### src/rtl/ex_branch_if.sv
// Issue, flush and result bus between branch reservation station, branch unit and ROB.
// Signal names follow the unit's port list; master drives issue/kill/ack, slave drives results.
interface ex_branch_if #(
    parameter int DATA_W = 32,
    parameter int PC_W   = 32,
    parameter int TAG_W  = 6,
    parameter int OP_W   = 4
);
    logic              o_ready;
    logic              i_is_vld;
    logic              i_is_jal;
    logic              i_is_jalr;
    logic [OP_W-1:0]   i_alu_op_sel;
    logic [DATA_W-1:0] i_rs1_srcopr;
    logic [DATA_W-1:0] i_rs2_srcopr;
    logic [PC_W-1:0]   i_pc;
    logic [DATA_W-1:0] i_imm;
    logic [PC_W-1:0]   i_pred_jmpaddr;
    logic [TAG_W-1:0]  i_rrftag;
    logic              i_kill;
    logic              i_wb_ack;
    logic              o_fin;
    logic              o_exfin_jal_jalr;
    logic [TAG_W-1:0]  o_ex_jal_jalr_rrftag;
    logic [DATA_W-1:0] o_exfin_jal_jalr_res;
    logic              o_br_taken;
    logic [PC_W-1:0]   o_br_target;
    logic              o_br_mispred;

    modport master (
        input  o_ready, o_fin, o_exfin_jal_jalr, o_ex_jal_jalr_rrftag,
               o_exfin_jal_jalr_res, o_br_taken, o_br_target, o_br_mispred,
        output i_is_vld, i_is_jal, i_is_jalr, i_alu_op_sel, i_rs1_srcopr,
               i_rs2_srcopr, i_pc, i_imm, i_pred_jmpaddr, i_rrftag, i_kill, i_wb_ack
    );

    modport slave (
        output o_ready, o_fin, o_exfin_jal_jalr, o_ex_jal_jalr_rrftag,
               o_exfin_jal_jalr_res, o_br_taken, o_br_target, o_br_mispred,
        input  i_is_vld, i_is_jal, i_is_jalr, i_alu_op_sel, i_rs1_srcopr,
               i_rs2_srcopr, i_pc, i_imm, i_pred_jmpaddr, i_rrftag, i_kill, i_wb_ack
    );
endinterface

### src/rtl/ex_branch.sv
// Branch execution unit: E1 operand latch, E2 result latch; result 2 edges after issue.
// E2 holds until i_wb_ack; o_ready drops only when both stages are full and E2 is unacked.
module ex_branch #(
    parameter int DATA_W = 32,
    parameter int PC_W   = 32,
    parameter int TAG_W  = 6,
    parameter int OP_W   = 4
) (
    input  logic           clk,
    input  logic           rst_n,
    ex_branch_if.slave     bif
);
    logic              e1_vld_q, e1_jal_q, e1_jalr_q;
    logic [OP_W-1:0]   e1_op_q;
    logic [DATA_W-1:0] e1_rs1_q, e1_rs2_q, e1_imm_q;
    logic [PC_W-1:0]   e1_pc_q, e1_pred_q;
    logic [TAG_W-1:0]  e1_tag_q;

    logic              e2_vld_q, e2_jj_q, e2_taken_q, e2_mispred_q;
    logic [TAG_W-1:0]  e2_tag_q;
    logic [DATA_W-1:0] e2_res_q;
    logic [PC_W-1:0]   e2_target_q;

    logic              adv2, accept;
    logic              cond_taken, taken_d;
    logic [PC_W-1:0]   link_pc, pc_imm, jalr_tgt, target_d;
    logic [DATA_W-1:0] jalr_sum;

    assign adv2        = e1_vld_q && (!e2_vld_q || bif.i_wb_ack);
    assign bif.o_ready = !e1_vld_q || adv2;
    assign accept      = bif.i_is_vld && bif.o_ready && !bif.i_kill;

    assign link_pc  = e1_pc_q + PC_W'(4);
    assign pc_imm   = e1_pc_q + PC_W'(e1_imm_q);
    assign jalr_sum = e1_rs1_q + e1_imm_q;
    assign jalr_tgt = PC_W'(jalr_sum) & ~PC_W'(1);

    always_comb begin
        cond_taken = 1'b0;
        case (e1_op_q)
            OP_W'(0): cond_taken = (e1_rs1_q == e1_rs2_q);
            OP_W'(1): cond_taken = (e1_rs1_q != e1_rs2_q);
            OP_W'(2): cond_taken = ($signed(e1_rs1_q) <  $signed(e1_rs2_q));
            OP_W'(3): cond_taken = ($signed(e1_rs1_q) >= $signed(e1_rs2_q));
            OP_W'(4): cond_taken = (e1_rs1_q <  e1_rs2_q);
            OP_W'(5): cond_taken = (e1_rs1_q >= e1_rs2_q);
            default:  cond_taken = 1'b0;
        endcase
    end

    // JAL wins over JALR when both flags are set.
    always_comb begin
        taken_d  = 1'b1;
        target_d = pc_imm;
        if (!e1_jal_q && e1_jalr_q) begin
            target_d = jalr_tgt;
        end else if (!e1_jal_q) begin
            taken_d  = cond_taken;
            target_d = cond_taken ? pc_imm : link_pc;
        end
    end

    always_ff @(posedge clk or negedge rst_n) begin
        if (!rst_n) begin
            e1_vld_q  <= 1'b0;
            e1_jal_q  <= 1'b0;
            e1_jalr_q <= 1'b0;
            e1_op_q   <= '0;
            e1_rs1_q  <= '0;
            e1_rs2_q  <= '0;
            e1_imm_q  <= '0;
            e1_pc_q   <= '0;
            e1_pred_q <= '0;
            e1_tag_q  <= '0;
        end else if (bif.i_kill) begin
            e1_vld_q <= 1'b0;
        end else if (accept) begin
            e1_vld_q  <= 1'b1;
            e1_jal_q  <= bif.i_is_jal;
            e1_jalr_q <= bif.i_is_jalr;
            e1_op_q   <= bif.i_alu_op_sel;
            e1_rs1_q  <= bif.i_rs1_srcopr;
            e1_rs2_q  <= bif.i_rs2_srcopr;
            e1_imm_q  <= bif.i_imm;
            e1_pc_q   <= bif.i_pc;
            e1_pred_q <= bif.i_pred_jmpaddr;
            e1_tag_q  <= bif.i_rrftag;
        end else if (adv2) begin
            e1_vld_q <= 1'b0;
        end
    end

    always_ff @(posedge clk or negedge rst_n) begin
        if (!rst_n) begin
            e2_vld_q     <= 1'b0;
            e2_jj_q      <= 1'b0;
            e2_taken_q   <= 1'b0;
            e2_mispred_q <= 1'b0;
            e2_tag_q     <= '0;
            e2_res_q     <= '0;
            e2_target_q  <= '0;
        end else if (bif.i_kill) begin
            e2_vld_q <= 1'b0;
        end else if (adv2) begin
            e2_vld_q     <= 1'b1;
            e2_jj_q      <= e1_jal_q || e1_jalr_q;
            e2_taken_q   <= taken_d;
            e2_mispred_q <= (target_d != e1_pred_q);
            e2_tag_q     <= e1_tag_q;
            e2_res_q     <= DATA_W'(link_pc);
            e2_target_q  <= target_d;
        end else if (bif.i_wb_ack) begin
            e2_vld_q <= 1'b0;
        end
    end

    assign bif.o_fin                = e2_vld_q;
    assign bif.o_exfin_jal_jalr     = e2_vld_q && e2_jj_q;
    assign bif.o_ex_jal_jalr_rrftag = e2_tag_q;
    assign bif.o_exfin_jal_jalr_res = e2_res_q;
    assign bif.o_br_taken           = e2_taken_q;
    assign bif.o_br_target          = e2_target_q;
    assign bif.o_br_mispred         = e2_mispred_q;
endmodule

### src/flat_wrapper.sv
// flat-port wrapper written by rule: the top's interface ports become plain ports
module ex_branch_flat 
#(
    parameter int DATA_W = 32,
    parameter int PC_W   = 32,
    parameter int TAG_W  = 6,
    parameter int OP_W   = 4
)
  (clk, rst_n, bif_o_ready, bif_o_fin, bif_o_exfin_jal_jalr, bif_o_ex_jal_jalr_rrftag, bif_o_exfin_jal_jalr_res, bif_o_br_taken, bif_o_br_target, bif_o_br_mispred, bif_i_is_vld, bif_i_is_jal, bif_i_is_jalr, bif_i_alu_op_sel, bif_i_rs1_srcopr, bif_i_rs2_srcopr, bif_i_pc, bif_i_imm, bif_i_pred_jmpaddr, bif_i_rrftag, bif_i_kill, bif_i_wb_ack);
  ex_branch_if #(.DATA_W(DATA_W), .PC_W(PC_W), .TAG_W(TAG_W), .OP_W(OP_W)) bif_i ();
  input  logic clk;
  input  logic rst_n;
  output wire logic [$bits(bif_i.o_ready)-1:0] bif_o_ready;
  output wire logic [$bits(bif_i.o_fin)-1:0] bif_o_fin;
  output wire logic [$bits(bif_i.o_exfin_jal_jalr)-1:0] bif_o_exfin_jal_jalr;
  output wire logic [$bits(bif_i.o_ex_jal_jalr_rrftag)-1:0] bif_o_ex_jal_jalr_rrftag;
  output wire logic [$bits(bif_i.o_exfin_jal_jalr_res)-1:0] bif_o_exfin_jal_jalr_res;
  output wire logic [$bits(bif_i.o_br_taken)-1:0] bif_o_br_taken;
  output wire logic [$bits(bif_i.o_br_target)-1:0] bif_o_br_target;
  output wire logic [$bits(bif_i.o_br_mispred)-1:0] bif_o_br_mispred;
  input wire logic [$bits(bif_i.i_is_vld)-1:0] bif_i_is_vld;
  input wire logic [$bits(bif_i.i_is_jal)-1:0] bif_i_is_jal;
  input wire logic [$bits(bif_i.i_is_jalr)-1:0] bif_i_is_jalr;
  input wire logic [$bits(bif_i.i_alu_op_sel)-1:0] bif_i_alu_op_sel;
  input wire logic [$bits(bif_i.i_rs1_srcopr)-1:0] bif_i_rs1_srcopr;
  input wire logic [$bits(bif_i.i_rs2_srcopr)-1:0] bif_i_rs2_srcopr;
  input wire logic [$bits(bif_i.i_pc)-1:0] bif_i_pc;
  input wire logic [$bits(bif_i.i_imm)-1:0] bif_i_imm;
  input wire logic [$bits(bif_i.i_pred_jmpaddr)-1:0] bif_i_pred_jmpaddr;
  input wire logic [$bits(bif_i.i_rrftag)-1:0] bif_i_rrftag;
  input wire logic [$bits(bif_i.i_kill)-1:0] bif_i_kill;
  input wire logic [$bits(bif_i.i_wb_ack)-1:0] bif_i_wb_ack;
  assign bif_o_ready = bif_i.o_ready;
  assign bif_o_fin = bif_i.o_fin;
  assign bif_o_exfin_jal_jalr = bif_i.o_exfin_jal_jalr;
  assign bif_o_ex_jal_jalr_rrftag = bif_i.o_ex_jal_jalr_rrftag;
  assign bif_o_exfin_jal_jalr_res = bif_i.o_exfin_jal_jalr_res;
  assign bif_o_br_taken = bif_i.o_br_taken;
  assign bif_o_br_target = bif_i.o_br_target;
  assign bif_o_br_mispred = bif_i.o_br_mispred;
  assign bif_i.i_is_vld = bif_i_is_vld;
  assign bif_i.i_is_jal = bif_i_is_jal;
  assign bif_i.i_is_jalr = bif_i_is_jalr;
  assign bif_i.i_alu_op_sel = bif_i_alu_op_sel;
  assign bif_i.i_rs1_srcopr = bif_i_rs1_srcopr;
  assign bif_i.i_rs2_srcopr = bif_i_rs2_srcopr;
  assign bif_i.i_pc = bif_i_pc;
  assign bif_i.i_imm = bif_i_imm;
  assign bif_i.i_pred_jmpaddr = bif_i_pred_jmpaddr;
  assign bif_i.i_rrftag = bif_i_rrftag;
  assign bif_i.i_kill = bif_i_kill;
  assign bif_i.i_wb_ack = bif_i_wb_ack;
  ex_branch #(.DATA_W(DATA_W), .PC_W(PC_W), .TAG_W(TAG_W), .OP_W(OP_W)) u_core (.clk(clk), .rst_n(rst_n), .bif(bif_i));
endmodule
### config.mk
export PLATFORM = sky130hd
export DESIGN_NAME = ex_branch_flat
export DESIGN_NICKNAME = d
export VERILOG_FILES = /design/src/rtl/ex_branch_if.sv /design/src/rtl/ex_branch.sv /design/src/flat_wrapper.sv
export SDC_FILE = /design/constraint.sdc
export NUM_CORES = 1
export LEC_CHECK = 0
export CELL_PAD_IN_SITES_DETAIL_PLACEMENT = 2
export CELL_PAD_IN_SITES_GLOBAL_PLACEMENT = 2
export CORE_AREA = 5 5 209 211
export CTS_BUF_LIST = sky130_fd_sc_hd__clkbuf_16
export DETAILED_ROUTE_END_ITERATION = 8
export DIE_AREA = 0 0 214 216
export PLACE_DENSITY = 0.84
export SKIP_LAST_GASP = 1
export SLEW_MARGIN = 10
export SYNTH_ARGS = -nofsm -noshare
export SYNTH_HDL_FRONTEND = slang
export SYNTH_SLANG_ARGS = --single-unit
### constraint.sdc
create_clock -name clk -period 10.6 [get_ports clk]
set_input_delay 2.65 -clock clk [delete_from_list [all_inputs] [get_ports clk]]
set_output_delay 2.65 -clock clk [all_outputs]
set_load 0.1 [all_outputs]
* Word-level counts from Yosys, hierarchy flattened
Cells that the tools add are included.
Word-level totals: register bits after elaboration 247, output and inout bits 75
Operators by class: add/sub/neg operators 3, $lt $le $gt $ge 4, equal/unequal tests 8, muxes and demuxes 12, bitwise operators 1, reductions and logical operators 17
Operators by type and width (count):
- two-way mux 32 bit | 3
- adder 32 bit | 2
- greater-or-equal comparator 32 bit | 2
- < comparator 32 bit | 2
- inequality test 32 bit | 2
- adder 32 x 3 -> 32 bit, second input constant | 1
- == test 32 bit | 1
- == test 4 x 2 -> 1 bit, second input constant | 2
- == test 4 x 3 -> 1 bit, second input constant | 2
- two-way mux 1 bit | 8
- one-hot mux 1 bit (6 select lines) | 1
- nonzero test 3 bit | 2
- logical AND 1 bit | 5
- == test 4 x 1 -> 1 bit, second input constant | 1
- logical NOT 1 bit | 4
- logical NOT 4 bit | 1
- AND reduction 2 bit | 2
- logical OR 1 bit | 3
- NOT 1 bit | 1

* Depth between registers and ports, before layout
Gate-level depths: netlist of run 1.
depth in word-level cells 8, mapped depth 17, depth with buffers taken out 15

* Least setup slack after synthesis of run 1
Ideal clock, no wire load.
kind input -> output, start input port bif_i_wb_ack, end output port bif_o_ready, arrival time 3461 ps, required time 7950 ps, slack 4489 ps, stages on the path 2, path through nor2b_1 > nand2_1
On the way: word-level cells in the longest chain between the ends 3
RTL lines:
- from (decl) | line flat_wrapper.sv:32 | input wire logic [$bits(bif_i.i_wb_ack)-1:0] bif_i_wb_ack;
- logical OR 1 bit | line ex_branch.sv:29 | assign adv2 = e1_vld_q && (!e2_vld_q || bif.i_wb_ack);
- logical AND 1 bit | line ex_branch.sv:29
- logical OR 1 bit | line ex_branch.sv:30 | assign bif.o_ready = !e1_vld_q || adv2;
- to (decl) | line flat_wrapper.sv:13 | output wire logic [$bits(bif_i.o_ready)-1:0] bif_o_ready;
Every way passes these cells.

* Final worst setup path of run 1
Ends and elaborated chain as after synthesis.

==> flow_metrics.tcl, run 1 <==
set metrics [dict create \
    drv_slew 0 \
    grtUsageTotal_pct 24.6 \
    clkSlewWorstSetupHoldPaths_ns 0.05 \
    nets 2023 \
    htree_levels 1 \
    criticalPathCategory "in2out" \
    die_w_um 214 \
    hold_violations 0 \
    layout_common_cells "250 x clkdlybuf4s50_1, 247 x dfrtp_1, 204 x nand2_1" \
    drc_errors 0 \
    period_needed_ns 7.15 \
    muxShareOfSynthArea_pct 13.7 \
    clock_path_buffers 3 \
    ys_ff_latch 247 \
    synth-async-reset-ratio_pct 100 \
    grt_max_degree 115 \
    layout_commonest_cell "clkdlybuf4s50_1" \
    core_um2 41600 \
    cts_setup_buffers 0 \
    synth_fa_ha_area_share_pct 8.03 \
    routed_wl_um 58200 \
    cp_common_cell "clkdlybuf4s50_1" \
    critPathMaxFanout 5 \
    tightest_slew_ns 1.09 \
    synth_top_cell_by_area "dfrtp_1" \
    route.antenna.remaining_nets 0 \
    gp_congestion 0.898 \
    yosysWarnings 0 \
    hpwl_um 45500 \
    routed_via_density 5.68 \
    drv_cap 0 \
    cts_tree "built" \
    grt_pass1_vias 14841 \
    required_ns 7.95 \
    grt_remaining_overflow 0 \
    cts_root_buf "clkbuf_16" \
    finalSetupTns_ns 0 \
    cts_sinks 247 \
    cp_slowest_cell "clkdlybuf4s50_1" \
    power.density_nw_per_um2 244 \
    antenna_found_initial 2 \
    synth-seq-area-share_pct 40.8 \
    end_kind "primary output" \
    max_stage_delay_ns 0.99 \
    top_level_ports 252 \
    postSynthCellCount 1515 \
    clock_skew_ns 0.0220 \
    drtPass1Iterations 5 \
    grt_setup_unrepaired "false" \
    cp.arrival_ns 4.50 \
    cts_buffers 29 \
    dieHeight_um 216 \
    yosysTopAreaCellShare_pct 40.8 \
    yosys.area_share.xor_xnor_pct 5.67 \
    synthesis.nets 1788 \
    relSlewSlack_pct 25.4 \
    synth_edf_count 0 \
    min_path_type "reg2reg" \
    synth_ff_type "dfrtp_1" \
    finalCritPeriodShare_pct 67.4 \
    syn_avg_cell_area_um2 10.0 \
    synth_cell_types 80 \
    crit_path_start_kind "input port" \
    finalSetupViolCount 0 \
    crit_chain "clkdlybuf4s50_1, nor2b_1, nand2_1, clkdlybuf4s50_1" \
    whs_ns 0.470 \
    status "finished clean" \
    insertion_delay_ns 0.58 \
    drtIter0Drc 729 \
    layout-drive-gt1-share_pct 14.4 \
    rows 75 \
    io_buffers 251 \
    ir_drop_mv 0.111 \
    synth_area_leaders "dfrtp_1 41%, mux2_2 13%, ha_1 7.8%, nand2_1 5.1%, xor2_1 2.9%" \
    netlist_area_um2 15100 \
    fmax_mhz 140 \
    diodes 0 \
    synth_top_family_by_area "compound AO/OA/AOI/OAI gates" \
    wl_per_cell_um 25.2 \
    synthSimpleGateAreaFrac_pct 13.6 \
    power_uw 4630 \
    initial_core_util_pct 36.4 \
    area_delta_synth_final_pct 25.6 \
    grt_pass1_wl_um 90200 \
    via_count 13120 \
    nFillCells 4371 \
    final_core_util_pct 45.7 \
    dieArea_um2 46200 \
    cts-hold-fix-buffers 0 \
    power_leakage_uw 0.00825 \
    post_cts_resize_count 0 \
    synth_compound_area_share_pct 15.0 \
]
==> area by class of cell <==
type	count	area (um2)	area share [%]
Multi-Input combinational cell	1148	8510	44.7
Sequential cell	247	6180	32.5
Inverter	61	229	1.20
Clock buffer	29	726	3.82
Clock inverter	22	92.6	0.487
Timing Repair Buffer	263	2610	13.7
Tap cell	539	674	3.55
==> Yosys cell counts (all sizes together), types with 9 or more instances <==
cell,number
a31oi,13
buf,10
xor2,50
inv,60
or4,9
nand3,37
o21ai,85
nand4,25
a211oi,10
dfrtp,247
a2111oi,9
nand2,204
ha,94
a21oi,72
or3,10
nor2,56
xnor2,48
a21o,25
and2,14
nor3,21
o31ai,11
o22ai,14
clkbuf,49
and3,13
mux2,178
and4,11
==> routing by layer <==
layer | track usage [%] | wire length, um | up-vias
li1 | - | - | 5989
met1 | 33.0 | 25900 | 6707
met2 | 42.2 | 28200 | 341
met3 | 3.38 | 2610 | 79
met4 | 6.55 | 1490 | 4
met5 | 0 | 27 | -
==> worst max-delay path, delay by kind of cell <==
kind,cells,cell delay [ns]
and+or+nand+nor,2,0.45
buffers and inverters,2,1.39
==> per-stage QoR <==
stage,setup WS [ns],area (um2),instances
floorplan,4.49,15100,1515
global route,3.38,19000,2309
global placement,3.51,18200,2258
detailed placement,3.45,18200,2258
CTS,3.45,19000,2309
finish,3.45,19000,2309
==> path summary, 6_finish.rpt <==
path / from / end / slack, ns / cells past startpoint
max in group asynchronous: rst_n / u_core.e1_pred_q[14] / 6.83 / 2
min in group asynchronous: rst_n / u_core.bif.o_exfin_jal_jalr_res[6] / 2.17 / 1
hold reg to reg: u_core.e1_tag_q[2] / u_core.bif.o_ex_jal_jalr_rrftag[2] / 0.47 / 2
setup reg to reg: u_core.e1_rs1_q[13] / u_core.bif.o_br_mispred / 5.17 / 13
hold / removal: u_core.e1_tag_q[2] / u_core.bif.o_ex_jal_jalr_rrftag[2] / 0.47 / 2
setup / recovery: bif_i_wb_ack / bif_o_ready / 3.45 / 4
==> power by group <==
part | internal (uW) | switching [uW]
Sequential | 1130 | 191
Clock | 489 | 407
Combinational | 773 | 1640
Total | 2390 | 2240
==> logic make-up after synthesis <==
kind of cell / after synthesis
DFF: 247
adders and majority gates: 96
AOI/OAI and AO/OA: 337
muxes: 185
xor gates and xnor gates: 98
and+or+nand+nor: 432
buffers and inverters: 120
==> registers in the layout (all words and copies together), names as in the netlist <==
signal and count:
u_core.e2_jj_q 1, u_core.e1_pred_q 32, u_core.e1_imm_q 32, u_core.e1_jalr_q 1, u_core.bif.o_br_taken 1, u_core.e1_pc_q 32
u_core.bif.o_br_mispred 1, u_core.e1_op_q 4, u_core.e1_tag_q 6, u_core.bif.o_ex_jal_jalr_rrftag 6, u_core.bif.o_br_target 32, u_core.e1_vld_q 1
u_core.e1_jal_q 1, u_core.bif.o_exfin_jal_jalr_res 32, u_core.e1_rs1_q 32, u_core.e1_rs2_q 32, u_core.bif.o_fin 1
(Power assumes the default switching activity.)
==> run 2, diff against run 1 <==
--- a/config.mk
+++ b/config.mk
@@ -7,11 +7,11 @@
 export LEC_CHECK = 0
 export CELL_PAD_IN_SITES_DETAIL_PLACEMENT = 2
 export CELL_PAD_IN_SITES_GLOBAL_PLACEMENT = 2
-export CORE_AREA = 5 5 209 211
+export CORE_AREA = 5 5 218 220
 export CTS_BUF_LIST = sky130_fd_sc_hd__clkbuf_16
 export DETAILED_ROUTE_END_ITERATION = 8
-export DIE_AREA = 0 0 214 216
-export PLACE_DENSITY = 0.84
+export DIE_AREA = 0 0 223 225
+export PLACE_DENSITY = 0.78
 export SKIP_LAST_GASP = 1
 export SLEW_MARGIN = 10
 export SYNTH_ARGS = -nofsm -noshare
==> constraint.sdc (replaced) <==
create_clock -name clk -period 7.4 [get_ports clk]
set_input_delay 1.85 -clock clk [delete_from_list [all_inputs] [get_ports clk]]
set_output_delay 1.85 -clock clk [all_outputs]
set_load 0.1 [all_outputs]
==> flow_metrics.tcl, run 2 (same netlist as run 1, synthesis figures left out) <==
set metrics [dict create \
    status "finished clean" \
    dieHeight_um 225 \
    max_stage_delay_ns 0.99 \
    drc_errors 0 \
    cp_slowest_cell "clkdlybuf4s50_1" \
    layout-drive-gt1-share_pct 14.7 \
    drtIter0Drc 752 \
    route.antenna.remaining_nets 0 \
    drv_slew 0 \
    core_um2 45100 \
    fin_area_um2 19200 \
    routed_via_density 5.48 \
    nFillCells 4741 \
    cts_sinks 247 \
    wl_per_cell_um 25.1 \
    hold_violations 0 \
    rows 78 \
    cp_common_cell "clkdlybuf4s50_1" \
    cts_root_buf "clkbuf_16" \
    tightest_slew_ns 1.16 \
    relSlewSlack_pct 20.4 \
    hpwl_um 46600 \
    power.density_nw_per_um2 357 \
    gp_congestion 0.879 \
    ir_drop_mv 0.249 \
    post_cts_resize_count 0 \
    finalSetupTns_ns 0 \
    via_count 12960 \
    dieArea_um2 50200 \
    crit_path_start_kind "input port" \
    cts-hold-fix-buffers 0 \
    clkSlewWorstSetupHoldPaths_ns 0.06 \
    insertion_delay_ns 0.57 \
    grtUsageTotal_pct 23.2 \
    end_kind "primary output" \
    critPathMaxFanout 5 \
    finalCritPeriodShare_pct 75.6 \
    layout_common_cells "250 x clkdlybuf4s50_1, 247 x dfrtp_1, 204 x nand2_1" \
    clock_path_buffers 3 \
    grt_setup_unrepaired "false" \
    finalSetupViolCount 0 \
    place_worst_setup_slack_ns 1.80 \
    setup_ws_ns 1.81 \
    place_area_um2 18300 \
    drv_cap 0 \
    initial_core_util_pct 33.6 \
    nets 2020 \
    period_needed_ns 5.59 \
    grt_remaining_overflow 0 \
    drtPass1Iterations 5 \
    cts_tree "built" \
    cp.arrival_ns 3.74 \
    routed_wl_um 59300 \
    io_buffers 251 \
    top_level_ports 252 \
    antenna_found_initial 0 \
    cts_setup_buffers 0 \
    fmax_mhz 179 \
    required_ns 5.55 \
    layout_commonest_cell "clkdlybuf4s50_1" \
    area_delta_synth_final_pct 27.0 \
    htree_levels 1 \
    cts_buffers 29 \
    grt_pass1_wl_um 91900 \
    diodes 0 \
    crit_chain "clkdlybuf4s50_1, nor2b_1, nand2_1, clkdlybuf4s50_1" \
    grt_max_degree 173 \
    die_w_um 223 \
    power_leakage_uw 0.00828 \
    criticalPathCategory "in2out" \
    clock_skew_ns 0.0146 \
    min_path_type "reg2reg" \
    grt_pass1_vias 14695 \
]
run 2: final cells by class:
cell class	count	area, um2	area share, %
tap	600	751	3.90
multi-input combinational	1148	8500	44.2
sequential	247	6180	32.1
inverter	61	229	1.19
timing repair buffer	260	2610	13.6
clock inverter	22	238	1.24
clock buffer	29	726	3.77
run 2: power by group:
part	internal [uW]	total (uW)	switching (uW)	leakage (uW)
Clock	882	1490	604	0.000474
Sequential	1620	1910	285	0.00295
Combinational	1110	3470	2360	0.00486
run 2: path summary, 6_finish.rpt:
check                                    start                            endpoint  slack [ns]  cells after the start
max reg2reg                u_core.e1_rs1_q[11]             u_core.bif.o_br_mispred        2.17                     16
min reg2reg                 u_core.e1_tag_q[5]  u_core.bif.o_ex_jal_jalr_rrftag[5]        0.47                      2
max                               bif_i_wb_ack                         bif_o_ready        1.81                      4
max in group asynchronous                rst_n                 u_core.e1_rs2_q[28]        4.79                      2
min                         u_core.e1_tag_q[5]  u_core.bif.o_ex_jal_jalr_rrftag[5]        0.47                      2
min in group asynchronous                rst_n                     u_core.e1_vld_q        1.30                      1
run 2: critical path: cells and delay by family:
| kind | cells | cell delay (ns) |
|---|---|---|
| buffers and inverters | 2 | 1.40 |
| AND/OR/NAND/NOR | 2 | 0.49 |
run 2: routing by layer:
metal	wire length, um	track usage [%]	up-vias
met5	0	0	-
met1	27400	32.0	6620
met3	2390	3.04	62
met2	28200	39.4	319
li1	-	-	5959
met4	1360	5.04	0
run 2: metrics by stage:
| stage | total power [uW] | utilization [%] | std cells | hold WS, ns |
|---|---|---|---|---|
| floorplan | 4200 | - | 1515 | 0.433 |
| global placement | 5250 | 40.5 | 2316 | 0.444 |
| detailed placement | 5370 | 40.5 | 2316 | 0.464 |
| CTS | 6910 | 42.7 | 2367 | 0.479 |
| global route | 7200 | 42.7 | 2367 | 0.505 |
| finish | 6860 | 42.7 | 2367 | 0.472 |
==> run 3, diff against run 2 <==
--- a/config.mk
+++ b/config.mk
@@ -7,11 +7,11 @@
 export LEC_CHECK = 0
 export CELL_PAD_IN_SITES_DETAIL_PLACEMENT = 2
 export CELL_PAD_IN_SITES_GLOBAL_PLACEMENT = 2
-export CORE_AREA = 5 5 218 220
+export CORE_AREA = 5 5 228 230
 export CTS_BUF_LIST = sky130_fd_sc_hd__clkbuf_16
 export DETAILED_ROUTE_END_ITERATION = 8
-export DIE_AREA = 0 0 223 225
-export PLACE_DENSITY = 0.78
+export DIE_AREA = 0 0 233 235
+export PLACE_DENSITY = 0.75
 export SKIP_LAST_GASP = 1
 export SLEW_MARGIN = 10
 export SYNTH_ARGS = -nofsm -noshare
==> constraint.sdc (replaced) <==
create_clock -name clk -period 4.91 [get_ports clk]
set_input_delay 1.2275 -clock clk [delete_from_list [all_inputs] [get_ports clk]]
set_output_delay 1.2275 -clock clk [all_outputs]
set_load 0.1 [all_outputs]
==> flow_metrics.tcl, run 3 (same netlist as run 1, synthesis figures left out) <==
set metrics [dict create \
    r2r_start "u_core.e1_imm_q[2]" \
    hold_depth 2 \
    htree_levels 1 \
    critPathBufInv 2 \
    rows 82 \
    criticalPathCategory "reg2reg" \
    io_buffers 251 \
    antenna_found_initial 1 \
    crit_family "compound AO/OA/AOI/OAI gates" \
    end_kind "flip-flop" \
    rr_endpoint "u_core.bif.o_br_mispred" \
    hold_violations 0 \
    clock_path_buffers 3 \
    grt_pass1_wl_um 93600 \
    route.antenna.remaining_nets 0 \
    cp-startpoint "u_core.e1_imm_q[2]" \
    area_delta_synth_final_pct 31.1 \
    via_count 13188 \
    critPathMaxFanout 4 \
    layout_commonest_cell "clkdlybuf4s50_1" \
    p_sw_uw 5020 \
    power_leakage_uw 0.00859 \
    crit_chain "ha_1, a21oi_1, a21oi_1, o311ai_0, buf_4, and4_1, o31a_1, xnor2_1, a221o_1, nor4_1, buf_4, xnor2_1, a2111oi_0, nand4_1, nor4_1, nor2_1" \
    power.density_nw_per_um2 542 \
    seqPwrFrac_pct 26.6 \
    fmax_mhz 212 \
    min_path_type "reg2reg" \
    power_uw 10800 \
    relSlewSlack_pct 31.0 \
    gp_congestion 0.909 \
    status "finished clean" \
    reg2regPathDepth 16 \
    max_stage_delay_ns 0.53 \
    required_ns 5.38 \
    dieArea_um2 54800 \
    drtPass1Iterations 4 \
    routed_via_density 5.29 \
    cts_root_buf "clkbuf_16" \
    period_needed_ns 4.72 \
    grt_remaining_overflow 0 \
    grt_setup_unrepaired "false" \
    cts_tree "built" \
    setup_ws_ns 0.193 \
    clock_skew_ns 0.0231 \
    p_comb_share_pct 50.6 \
    grt_pass1_vias 14692 \
    cts_buffers 31 \
    clkSlewWorstSetupHoldPaths_ns 0.06 \
    switching_share_pct 46.7 \
    crit_path_end "u_core.bif.o_br_mispred" \
    tightest_slew_ns 1.03 \
    top_level_ports 252 \
    finalSetupTns_ns 0 \
    die_w_um 233 \
    reg2reg_setup_slack_ns 0.19 \
    ir_drop_mv 0.255 \
    drtIter0Drc 639 \
    dieHeight_um 235 \
    initial_core_util_pct 30.5 \
    crit_path_start_kind "flip-flop" \
    whs_ns 0.465 \
    layout_common_cells "249 x clkdlybuf4s50_1, 247 x dfrtp_1, 204 x nand2_1" \
    drv_slew 0 \
    drc_errors 0 \
    drv_cap 0 \
    nets 2069 \
    power_frac_clock_pct 22.8 \
    routed_wl_um 62000 \
    core_um2 49700 \
    place_worst_setup_slack_ns 0.0975 \
    worstSetupPathDepth 16 \
    place_area_um2 18700 \
    wl_per_cell_um 24.9 \
    grtUsageTotal_pct 22.1 \
    cp_slowest_cell "o311ai_0" \
    hpwl_um 49800 \
    grt_max_degree 107 \
    finalCritPeriodShare_pct 96.1 \
    insertion_delay_ns 0.59 \
    cp.arrival_ns 5.18 \
    diodes 0 \
    finalSetupViolCount 0 \
    p_int_uw 5740 \
    cts_sinks 247 \
    nFillCells 5356 \
    fin_area_um2 19900 \
    layout-drive-gt1-share_pct 17.5 \
]
[run 3: cell types whose count changed in the layout (fill, tap and decap cells not counted), sizes merged]
cell | before | now
clkdlybuf4s50 | 250 | 249
clkinvlp | 4 | 2
buf | 10 | 58
bufinv | 5 | 7
clkinv | 9 | 14
clkbuf | 29 | 31
[run 3: how the worst min path moves through the flow]
stage                             startpoint                                 end  slack, ns
after floorplan           u_core.e1_tag_q[0]  u_core.bif.o_ex_jal_jalr_rrftag[0]       0.43
after global placement    u_core.e1_tag_q[3]  u_core.bif.o_ex_jal_jalr_rrftag[3]       0.44
after detailed placement  u_core.e1_tag_q[1]  u_core.bif.o_ex_jal_jalr_rrftag[1]       0.46
after CTS                 u_core.e1_tag_q[3]  u_core.bif.o_ex_jal_jalr_rrftag[3]       0.47
after global routing      u_core.e1_tag_q[0]  u_core.bif.o_ex_jal_jalr_rrftag[0]       0.50
final                     u_core.e1_tag_q[0]  u_core.bif.o_ex_jal_jalr_rrftag[0]       0.47
[run 3: layer usage]
metal | up-vias | part of all wire (%) | GRT usage [%]
li1 | 6095 | - | -
met1 | 6699 | 45 | 30.4
met2 | 304 | 47 | 36.5
met3 | 88 | 4.6 | 3.01
met4 | 2 | 3.0 | 6.03
met5 | - | 0.021 | 0
[run 3: power groups by stage]
stage | registers, uW | logic [uW] | clock network, uW
after floorplan | 4100 | 2230 | 0
after detailed placement | 2900 | 5390 | 0
after global placement | 2880 | 5270 | 0
final | 2860 | 5440 | 2450
after CTS | 2870 | 5420 | 2520
after global routing | 2910 | 5750 | 2610
[run 3: area by class of cell]
cell class                      count  area (um2)  share of cell area, %
Multi-Input combinational cell   1148        8540                   43.0
Sequential cell                   247        6180                   31.1
Timing Repair Buffer              307        2990                   15.0
Tap cell                          672         841                   4.23
Clock buffer                       31         776                   3.91
Clock inverter                     27         305                   1.54
Inverter                           61         229                   1.15
[run 3: through the flow]
step	std cells	utilization, %
floorplan	1515	-
global placement	2434	37.7
detailed placement	2434	37.7
CTS	2492	39.9
global route	2493	40.0
finish	2493	40.0
[run 3: repair_timing]
action                     4_1_cts  5_1_grt
resized for setup                0        7
hold buffers                     0        0
setup buffers                    0        1
setup endpoints to repair        0        1
[run 3: worst reg2reg max path, cell delays in order (launching register included)]
cell and delay (ns):
dfrtp_1 0.45, ha_1 0.38, a21oi_1 0.25, a21oi_1 0.14, o311ai_0 0.53, buf_4 0.24, and4_1 0.27, o31a_1 0.21
xnor2_1 0.10, a221o_1 0.41, nor4_1 0.46, buf_4 0.20, xnor2_1 0.07, a2111oi_0 0.39, nand4_1 0.23, nor4_1 0.23
nor2_1 0.06
